<file path="src/rtl/multicycle_ctrl_if.sv">
// Control bundle between the multicycle controller (master) and the datapath (slave).
// Instruction fields and MemReady flow in; mux selects, strobes and debug state flow out.
interface multicycle_ctrl_if #(
    parameter int STATE_W = 4
);
    logic [1:0]         Op;
    logic [5:0]         Funct;
    logic [3:0]         Rd;
    logic               MemReady;
    logic               IRWrite;
    logic               NextPC;
    logic               AdrSrc;
    logic               ALUSrcA;
    logic [1:0]         ALUSrcB;
    logic [1:0]         ResultSrc;
    logic [1:0]         ALUControl;
    logic [1:0]         FlagW;
    logic               RegW;
    logic               MemW;
    logic               PCS;
    logic [1:0]         ImmSrc;
    logic [1:0]         RegSrc;
    logic [STATE_W-1:0] State;

    modport master (
        input  Op, Funct, Rd, MemReady,
        output IRWrite, NextPC, AdrSrc, ALUSrcA, ALUSrcB, ResultSrc, ALUControl,
               FlagW, RegW, MemW, PCS, ImmSrc, RegSrc, State
    );

    modport slave (
        output Op, Funct, Rd, MemReady,
        input  IRWrite, NextPC, AdrSrc, ALUSrcA, ALUSrcB, ResultSrc, ALUControl,
               FlagW, RegW, MemW, PCS, ImmSrc, RegSrc, State
    );
endinterface

</file>
<file path="src/rtl/multicycle_ctrl.sv">
// Main control FSM of the multicycle ARM-subset core: Moore-decoded mux selects and
// unconditioned write strobes, with MemReady stalls in FETCH, MEMRD and MEMWR.
module multicycle_ctrl #(
    parameter bit MEM_WAIT_EN = 1'b1,
    parameter int STATE_W     = 4
) (
    input  logic               clk,
    input  logic               reset,
    multicycle_ctrl_if.master  bus
);
    typedef enum logic [STATE_W-1:0] {
        FETCH  = STATE_W'(0),
        DECODE = STATE_W'(1),
        MEMADR = STATE_W'(2),
        MEMRD  = STATE_W'(3),
        MEMWB  = STATE_W'(4),
        MEMWR  = STATE_W'(5),
        EXECR  = STATE_W'(6),
        EXECI  = STATE_W'(7),
        ALUWB  = STATE_W'(8),
        BRANCH = STATE_W'(9)
    } state_t;

    state_t     state_q, state_d;

    logic       mem_rdy;
    logic [3:0] cmd;
    logic       s_bit;
    logic       dp_ok;
    logic       is_arith;
    logic [1:0] dp_alu;
    logic [1:0] dp_flagw;

    logic       ir_write, next_pc, adr_src, alu_src_a, reg_w, mem_w, branch;
    logic [1:0] alu_src_b, result_src, alu_control, flag_w;

    always_ff @(posedge clk or negedge reset) begin
        if (!reset) state_q <= FETCH;
        else        state_q <= state_d;
    end

    // Supported DP commands; anything else executes as a harmless ADD with no writes.
    always_comb begin
        cmd      = bus.Funct[4:1];
        s_bit    = bus.Funct[0];
        dp_ok    = 1'b1;
        is_arith = 1'b0;
        dp_alu   = 2'b00;
        case (cmd)
            4'b0100: begin dp_alu = 2'b00; is_arith = 1'b1; end
            4'b0010: begin dp_alu = 2'b01; is_arith = 1'b1; end
            4'b0000: dp_alu = 2'b10;
            4'b1100: dp_alu = 2'b11;
            default: dp_ok = 1'b0;
        endcase
        dp_flagw = dp_ok ? {s_bit, s_bit & is_arith} : 2'b00;
    end

    always_comb begin
        // Reset forces MemReady low so the cleared FETCH state raises no strobes.
        mem_rdy     = reset & (bus.MemReady | ~MEM_WAIT_EN);
        state_d     = FETCH;
        ir_write    = 1'b0;
        next_pc     = 1'b0;
        adr_src     = 1'b0;
        alu_src_a   = 1'b0;
        alu_src_b   = 2'b00;
        result_src  = 2'b00;
        alu_control = 2'b00;
        flag_w      = 2'b00;
        reg_w       = 1'b0;
        mem_w       = 1'b0;
        branch      = 1'b0;
        case (state_q)
            FETCH: begin
                alu_src_a  = 1'b1;
                alu_src_b  = 2'b10;
                result_src = 2'b10;
                ir_write   = mem_rdy;
                next_pc    = mem_rdy;
                state_d    = mem_rdy ? DECODE : FETCH;
            end
            DECODE: begin
                alu_src_a  = 1'b1;
                alu_src_b  = 2'b10;
                result_src = 2'b10;
                case (bus.Op)
                    2'b00:   state_d = bus.Funct[5] ? EXECI : EXECR;
                    2'b01:   state_d = MEMADR;
                    2'b10:   state_d = BRANCH;
                    default: state_d = FETCH;
                endcase
            end
            MEMADR: begin
                alu_src_b = 2'b01;
                state_d   = bus.Funct[0] ? MEMRD : MEMWR;
            end
            MEMRD: begin
                adr_src = 1'b1;
                state_d = mem_rdy ? MEMWB : MEMRD;
            end
            MEMWR: begin
                adr_src = 1'b1;
                mem_w   = 1'b1;
                state_d = mem_rdy ? FETCH : MEMWR;
            end
            MEMWB: begin
                result_src = 2'b01;
                reg_w      = 1'b1;
            end
            EXECR: begin
                alu_control = dp_alu;
                flag_w      = dp_flagw;
                state_d     = ALUWB;
            end
            EXECI: begin
                alu_src_b   = 2'b01;
                alu_control = dp_alu;
                flag_w      = dp_flagw;
                state_d     = ALUWB;
            end
            ALUWB: begin
                reg_w = dp_ok;
            end
            BRANCH: begin
                alu_src_b  = 2'b01;
                result_src = 2'b10;
                branch     = 1'b1;
            end
            default: state_d = FETCH;
        endcase
    end

    assign bus.IRWrite    = ir_write;
    assign bus.NextPC     = next_pc;
    assign bus.AdrSrc     = adr_src;
    assign bus.ALUSrcA    = alu_src_a;
    assign bus.ALUSrcB    = alu_src_b;
    assign bus.ResultSrc  = result_src;
    assign bus.ALUControl = alu_control;
    assign bus.FlagW      = flag_w;
    assign bus.RegW       = reg_w;
    assign bus.MemW       = mem_w;
    assign bus.PCS        = branch | (reg_w & (bus.Rd == 4'd15));
    assign bus.ImmSrc     = bus.Op;
    assign bus.RegSrc     = {bus.Op == 2'b01, bus.Op == 2'b10};
    assign bus.State      = state_q;
endmodule

</file>
<file path="src/flat_wrapper.sv">
// flat-port wrapper written by rule: the top's interface ports become plain ports
module multicycle_ctrl_flat 
#(
    parameter bit MEM_WAIT_EN = 1'b1,
    parameter int STATE_W     = 4
)
  (clk, reset, bus_Op, bus_Funct, bus_Rd, bus_MemReady, bus_IRWrite, bus_NextPC, bus_AdrSrc, bus_ALUSrcA, bus_ALUSrcB, bus_ResultSrc, bus_ALUControl, bus_FlagW, bus_RegW, bus_MemW, bus_PCS, bus_ImmSrc, bus_RegSrc, bus_State);
  multicycle_ctrl_if #(.STATE_W(STATE_W)) bus_i ();
  input  logic clk;
  input  logic reset;
  input wire logic [$bits(bus_i.Op)-1:0] bus_Op;
  input wire logic [$bits(bus_i.Funct)-1:0] bus_Funct;
  input wire logic [$bits(bus_i.Rd)-1:0] bus_Rd;
  input wire logic [$bits(bus_i.MemReady)-1:0] bus_MemReady;
  output wire logic [$bits(bus_i.IRWrite)-1:0] bus_IRWrite;
  output wire logic [$bits(bus_i.NextPC)-1:0] bus_NextPC;
  output wire logic [$bits(bus_i.AdrSrc)-1:0] bus_AdrSrc;
  output wire logic [$bits(bus_i.ALUSrcA)-1:0] bus_ALUSrcA;
  output wire logic [$bits(bus_i.ALUSrcB)-1:0] bus_ALUSrcB;
  output wire logic [$bits(bus_i.ResultSrc)-1:0] bus_ResultSrc;
  output wire logic [$bits(bus_i.ALUControl)-1:0] bus_ALUControl;
  output wire logic [$bits(bus_i.FlagW)-1:0] bus_FlagW;
  output wire logic [$bits(bus_i.RegW)-1:0] bus_RegW;
  output wire logic [$bits(bus_i.MemW)-1:0] bus_MemW;
  output wire logic [$bits(bus_i.PCS)-1:0] bus_PCS;
  output wire logic [$bits(bus_i.ImmSrc)-1:0] bus_ImmSrc;
  output wire logic [$bits(bus_i.RegSrc)-1:0] bus_RegSrc;
  output wire logic [$bits(bus_i.State)-1:0] bus_State;
  assign bus_i.Op = bus_Op;
  assign bus_i.Funct = bus_Funct;
  assign bus_i.Rd = bus_Rd;
  assign bus_i.MemReady = bus_MemReady;
  assign bus_IRWrite = bus_i.IRWrite;
  assign bus_NextPC = bus_i.NextPC;
  assign bus_AdrSrc = bus_i.AdrSrc;
  assign bus_ALUSrcA = bus_i.ALUSrcA;
  assign bus_ALUSrcB = bus_i.ALUSrcB;
  assign bus_ResultSrc = bus_i.ResultSrc;
  assign bus_ALUControl = bus_i.ALUControl;
  assign bus_FlagW = bus_i.FlagW;
  assign bus_RegW = bus_i.RegW;
  assign bus_MemW = bus_i.MemW;
  assign bus_PCS = bus_i.PCS;
  assign bus_ImmSrc = bus_i.ImmSrc;
  assign bus_RegSrc = bus_i.RegSrc;
  assign bus_State = bus_i.State;
  multicycle_ctrl #(.MEM_WAIT_EN(MEM_WAIT_EN), .STATE_W(STATE_W)) u_core (.clk(clk), .reset(reset), .bus(bus_i));
endmodule
</file>
<file path="config.mk">
export PLATFORM = sky130hd
export DESIGN_NAME = multicycle_ctrl_flat
export DESIGN_NICKNAME = d
export VERILOG_FILES = /design/src/rtl/multicycle_ctrl_if.sv /design/src/rtl/multicycle_ctrl.sv /design/src/flat_wrapper.sv
export SDC_FILE = /design/constraint.sdc
export NUM_CORES = 1
export LEC_CHECK = 0
export ABC_AREA = 1
export BUFFER_PORTS_ARGS = -buffer_cell sky130_fd_sc_hd__buf_4
export CAP_MARGIN = 20
export CORE_MARGIN = 2
export CORE_UTILIZATION = 30
export CTS_CLUSTER_SIZE = 12
export DETAILED_ROUTE_END_ITERATION = 7
export PLACE_DENSITY = 0.6
export SYNTH_ARGS = -nofsm -noshare
export SYNTH_HDL_FRONTEND = slang
export SYNTH_SLANG_ARGS = --single-unit
</file>
<file path="constraint.sdc">
create_clock -name clk -period 1.4 [get_ports clk]
set_input_delay 0.14 -clock clk [delete_from_list [all_inputs] [get_ports clk]]
set_output_delay 0.14 -clock clk [all_outputs]
set_load 0.1 [all_outputs]
</file>
==> results of run 1 <==
cell usage after synthesis (all sizes together):
cell type / n / area share [%]
nand2: 20 / 17
nor2: 18 / 18
inv: 12 / 9.6
nand3: 9 / 9.6
buf: 4 / 7.2
dfrtp: 4 / 21
nor3: 3 / 5.3
a21oi: 2 / 2.1
o21ai: 2 / 2.1
a211o: 1 / 1.9
a31oi: 1 / 1.3
nand3b: 1 / 1.6
o22ai: 1 / 1.3
o31ai: 1 / 1.6
cells by family after synthesis:
kind of cell | after synthesis | synth area share (%)
AND/OR/NAND/NOR | 51 | 51.6
AO/OA/AOI/OAI | 8 | 10.4
buffers and inverters | 16 | 16.8
flip-flops | 4 | 21.3
timing repair:
| action | 4_1_cts |
|---|---|
| gates cloned | 0 |
| gates resized for setup | 76 |
| hold endpoints to repair | 4 |
| hold buffers | 1 |
| setup buffers | 7 |
| setup endpoints to repair | 18 |
| pin swaps | 6 |
through the flow:
stage	cell area [um^2]	hold WS, ps	util [%]	TNS, ps	cells
after floorplan	666	-156	-	-6350	79
after global placement	1030	-56.6	68.9	-565	143
after detailed placement	1030	-57.5	68.9	-790	143
after CTS	1430	113	95.9	-2670	153
==> impl_metrics.json, run 1 <==
{
  "status": "did not finish",
  "flow.stopped_at": "global routing (5_1_grt)",
  "error_line": "[ERROR DPL-0033] detailed placement checks failed during check placement.",
  "yosysUniqueCellTypes": 20,
  "io_pins": 38,
  "synth_cells": 79,
  "port_buffers": 37,
  "row_count": 14,
  "antenna_found_initial": 0,
  "htreeDepth": 1,
  "ys_warn_count": 0,
  "die_y_um": 43.6,
  "synth_seq_cells": 4,
  "syn_area_um2": 470,
  "clk_path_buf_depth": 2,
  "die_x_um": 43.6,
  "root_buffer": "clkbuf_4",
  "ys_seq_area_share_pct": 21.3,
  "dpl.hpwl_mm": 1.42,
  "grt_max_degree": 6,
  "gp_congestion": 0.700,
  "worst-ep-kind": "primary output",
  "cts_made_buffers": 3,
  "start_util_pct": 31.6,
  "synth_nets": 94,
  "avgSynthCellArea_um2": 5.96,
  "clock_sinks": 4,
  "grt_worst_setup_endpoint": "bus_PCS",
  "dp_slack_ps": -112
}
==> run 2, diff against run 1 <==
- CORE_AREA: default -> 2 2 63 65
- CORE_MARGIN: 2 -> default
- CORE_UTILIZATION: 30 -> default
- CTS_CLUSTER_SIZE: 12 -> default
- DIE_AREA: default -> 0 0 65 67
- PLACE_DENSITY: 0.6 -> default
- PLACE_DENSITY_LB_ADDON: default -> 0.15
==> run 2 against run 1 <==
  * Area after synthesis did not move
  * The flow now finishes, with violations (negative setup slack)
  * Synthesized cell count did not move
==> impl_metrics.json, run 2 <==
{
  "path_clk_slew_ps": 30,
  "layout_commonest_cell": "buf_4",
  "cts_tree": "yes",
  "drt_iter0_markers": 10,
  "port_buffers": 37,
  "synth_top_flop_cell": "dfrtp_1",
  "drc": 0,
  "dr.pass1.iters": 4,
  "synth_seq_cells": 4,
  "synth-edff-count": 0,
  "relSlewSlack_pct": 79.0,
  "clk_path_buf_depth": 2,
  "crit_path_start_kind": "register",
  "nets": 158,
  "track_usage_pct": 10.4,
  "synth.area.top_cells": "dfrtp_1 (21%), nand2_1 (14%), nor2_1 (10%)",
  "syn_area_um2": 470,
  "multi_input_area_um2": 568,
  "worstHoldStart": "bus_Op[0]",
  "ys_seq_area_share_pct": 21.3,
  "cp-end-kind": "output port",
  "synth_area_leader_cell": "dfrtp_1",
  "worst_clock_skew_ps": 2.60,
  "ys_top_cells_by_count": "nand2_1 (18), nor2_1 (13), nand3_1 (9)",
  "synth_nets": 94,
  "die_x_um": 65,
  "hold_class": "input port to register",
  "dpl.hpwl_mm": 1.52,
  "path_class": "register to output port",
  "final.setup.tns_ps": -2760,
  "grt-ovfl-total": 0,
  "die_y_um": 67,
  "synth_cells": 79,
  "htreeDepth": 1,
  "drv_cap": 0,
  "avgRoutedWirePerCell_um": 10.5,
  "drive_gt1_share_pct": 78.0,
  "root_buffer": "clkbuf_8",
  "cts_made_buffers": 3,
  "antenna_found_initial": 0,
  "arrival_ps": 1490,
  "routed_wl_mm": 1.99,
  "status": "finished with violations",
  "final.setup.worst_slack_ps": -231,
  "post-synth-top-count-cell": "nand2_1",
  "ant_nets": 0,
  "fin_crit_sh_pct": 116,
  "io_pins": 38,
  "synth_top_area_share_pct": 21.3,
  "rsz0062_at_grt": "yes",
  "grt_max_degree": 8,
  "gp_congestion": 0.756,
  "drv_slew": 0,
  "synth-async-reset-ratio_pct": 100,
  "critical_path.max_fanout": 5,
  "worstSetupStartpoint": "u_core.bus.State[3]",
  "largest_register_ffs": 4,
  "violations": "negative setup slack",
  "row_count": 22,
  "seq_area_um2": 115,
  "clk_latency_ps": 220,
  "avgSynthCellArea_um2": 5.96,
  "ys_warn_count": 0,
  "clock_sinks": 4,
  "worst-endpoint-required_ps": 1260,
  "diodes": 0,
  "coreArea_um2": 3610,
  "syn_to_final_growth_pct": 229,
  "whs_path_depth": 2,
  "yosysUniqueCellTypes": 20,
  "final_cell_mix": "buf_4 (39), buf_12 (16), nand2_1 (11)",
  "finalCriticalPeriod_ps": 1630,
  "vias": 721,
  "avgViaCountPerCell": 3.81,
  "timing.fmax_mhz": 613,
  "reg2regPathDepth": 9,
  "fillCellCount": 351,
  "die_area_um2": 4360,
  "hold_violations": 0,
  "grt_pass1_wl_mm": 3.45,
  "tightest_slew_ps": 314,
  "grt_pass1_vias": 779,
  "setup_violations": 16,
  "start_util_pct": 13.0,
  "reg2reg_from": "u_core.bus.State[1]"
}
run 2: cell counts after synthesis:
Identical to the previous run, type by type.
run 2: worst max-delay path: stages (launching register included):
cell and delay (ps):
dfrtp_4 510, nor2_4 240, nand3_4 130, a31oi_4 190, buf_12 190
run 2: worst paths after layout:
| check | end | slack (ps) |
|---|---|---|
| setup / recovery | bus_FlagW[1] | -230 |
| hold / removal | u_core.bus.State[3] | 140 |
| setup reg to reg | u_core.bus.State[0] | -130 |
| hold reg to reg | u_core.bus.State[3] | 770 |
| max in group asynchronous | u_core.bus.State[0] | 920 |
| min in group asynchronous | u_core.bus.State[2] | 290 |
run 2: timing repair:
item	CTS	global route
cloned	0	0
gates resized for setup	65	15
endpoints found under the setup margin	18	18
hold endpoints to repair	4	0
setup buffers	5	4
pin swaps	12	9
hold buffers	1	0
run 2: cell families after synthesis:
logic type	count (synthesis)	share of synthesized area (%)
and+or+nand+nor	51	51.6
DFF	4	21.3
AOI/OAI and AO/OA	8	10.4
buffers and inverters	16	16.8
run 2: final cells by class:
| type | instances | area share, % |
|---|---|---|
| Timing Repair Buffer | 63 | 45.3 |
| Multi-Input combinational cell | 59 | 36.7 |
| Clock buffer | 3 | 2.67 |
| Inverter | 12 | 4.04 |
| Sequential cell | 4 | 7.43 |
| Tap cell | 48 | 3.88 |
run 2: per-layer routing:
layer  up-vias  wire length, um  share of wire [%]  GRT usage [%]
met5         -                0                  0              0
met4         0               25                1.3           5.59
met3         2               87                4.4          0.676
met2        24             1130                 57           19.7
met1       314              750                 38           11.5
li1        381                -                  -              -
run 2: through the flow:
| stage | instance area (um^2) | instances | util [%] | hold WS [ps] | worst slack (ps) |
|---|---|---|---|---|---|
| after detailed placement | 1080 | 177 | 30.0 | -56.3 | -132 |
| after global placement | 1080 | 177 | 30.0 | -57.3 | -114 |
| after floorplan | 666 | 79 | - | -156 | -833 |
| after global routing | 1550 | 189 | 43.0 | 153 | -293 |
| final | 1550 | 189 | 43.0 | 137 | -231 |
| after CTS | 1440 | 186 | 40.0 | 133 | -243 |
Power of run 2 is left out: the tool's default activity adds up to more than one toggle a clock period on the data nets, which glitch-free logic cannot reach.
==> run 3, diff against run 2 <==
- BUFFER_PORTS_ARGS: -buffer_cell sky130_fd_sc_hd__buf_4 -> default
- DONT_BUFFER_PORTS: default -> 1
- RECOVER_POWER: default -> 50
==> run 3 against run 2 <==
  * The flow still finishes with violations (negative setup slack)
  * Final cell count decreased by 11%
  * Clock skew about the same
  * Via count decreased by 8.6%
  * Hold slack worse by 120 ps
  * Global-route usage is 0.53 points lower
  * Flip-flop and latch count unchanged
  * Final area decreased by 12%
  * Clock-buffer cell count is the same
  * Utilization down 5.2 points
  * Critical endpoint is now bus_ALUSrcB[0]
==> impl_metrics.json, run 3 (synthesis results as in run 2) <==
{
  "fillCellCount": 366,
  "nets": 138,
  "drc": 0,
  "hold_class": "input port to register",
  "grt_pass1_vias": 734,
  "status": "finished with violations",
  "violations": "negative setup slack",
  "clock_sinks": 4,
  "diodes": 0,
  "grt_pass1_wl_mm": 3.24,
  "drv_cap": 0,
  "dr.pass1.iters": 4,
  "port_buffers": 0,
  "track_usage_pct": 9.87,
  "coreArea_um2": 3610,
  "ant_nets": 0,
  "die_area_um2": 4360,
  "htreeDepth": 1,
  "cp_slowest_cell": "dfrtp_4",
  "start_util_pct": 13.0,
  "relSlewSlack_pct": 81.3,
  "root_buffer": "clkbuf_8",
  "setup_violations": 15,
  "die_y_um": 67,
  "grt-ovfl-total": 0,
  "die_x_um": 65,
  "cp.depth": 5,
  "cp_slowest_stage_delay_ps": 520,
  "grt_use_met1_pct": 10.1,
  "cts_tree": "yes",
  "drv_slew": 0,
  "row_count": 22,
  "syn_to_final_growth_pct": 190,
  "grt_max_degree": 6,
  "fin_crit_sh_pct": 118,
  "clk_latency_ps": 220,
  "gp_congestion": 0.776,
  "busiest_layer": "met2",
  "finalCriticalPeriod_ps": 1650,
  "antenna_found_initial": 0,
  "routed_wl_mm": 1.85,
  "timing.critical_path.buf_inv": 2,
  "worst_clock_skew_ps": 2.42,
  "path_delay_family": "flip-flops",
  "tightest_slew_ps": 283,
  "rsz0062_at_grt": "yes",
  "crit_path_start_kind": "register",
  "layout_commonest_cell": "buf_4",
  "io_pins": 38,
  "avgViaCountPerCell": 3.90,
  "path_class": "register to output port",
  "cp_cell_sequence": "nor2_4 -> buf_6 -> nand3_1 -> nand3_4 -> buf_12",
  "largest_register_ffs": 4,
  "cts_made_buffers": 3,
  "whs_path_depth": 1,
  "drive_gt1_share_pct": 72.7,
  "critical_path.max_fanout": 5,
  "hold_violations": 0,
  "final_cell_mix": "buf_4 (22), buf_12 (12), nand2_1 (11)",
  "holdWs_ps": 18.3,
  "path_clk_slew_ps": 30,
  "timing.fmax_mhz": 605,
  "clk_path_buf_depth": 2,
  "vias": 659,
  "cp-end-kind": "output port",
  "worst-endpoint-required_ps": 1260,
  "final.setup.worst_slack_ps": -252,
  "avgRoutedWirePerCell_um": 10.9,
  "met3_usage_pct": 1.86,
  "grtUsageMet2_pct": 17.9,
  "reg2regPathDepth": 8,
  "arrival_ps": 1510,
  "drt_iter0_markers": 5,
  "dpl.hpwl_mm": 1.51
}
-- run 3: final cells by class --
class | count | area (um^2) | share of cell area (%)
clock buffers | 3 | 41.3 | 3.03
inverters | 12 | 60.1 | 4.41
repair buffers | 43 | 522 | 38.3
multi-input cells | 59 | 564 | 41.4
well taps | 48 | 60.1 | 4.41
flip-flops and latches | 4 | 115 | 8.45
-- run 3: metrics by stage --
stage          instance area (um^2)  std cells  TNS [ps]  setup WS (ps)  util [%]
2_1_floorplan                   666         79     -6350           -833         -
3_3_place_gp                   1090        156     -36.6          -35.0      30.3
3_5_place_dp                   1090        156     -33.1          -23.2      30.3
4_1_cts                        1300        167     -2040           -230      36.1
5_1_grt                        1360        169     -3010           -292      37.8
6_report                       1360        169     -2230           -252      37.8
-- run 3: routing by layer --
metal  wire, um  up-vias  part of all wire [%]
met5          0        -                     0
met4         53        0                   2.9
met3         90        4                   4.9
met2        997       27                    54
met1        706      294                    38
li1           -      334                     -
-- run 3: path summary, 6_finish.rpt --
path,start,slack [ps],end
worst max-delay path,u_core.bus.State[3],-250,bus_ALUSrcB[0]
worst min-delay path,bus_Op[0],20,u_core.bus.State[3]
worst max register to register,u_core.bus.State[0],20,u_core.bus.State[0]
worst min register to register,u_core.bus.State[1],730,u_core.bus.State[3]
max in group asynchronous,reset,1010,u_core.bus.State[3]
min in group asynchronous,reset,200,u_core.bus.State[0]
-- run 3: timing repair --
action,CTS,global route
gates resized for setup,22,11
endpoints found under the setup margin,16,16
endpoints found under the hold margin,4,0
hold buffers,1,0
setup buffers,8,2
pin swaps,11,11
Power of run 3 is left out for the same reason.
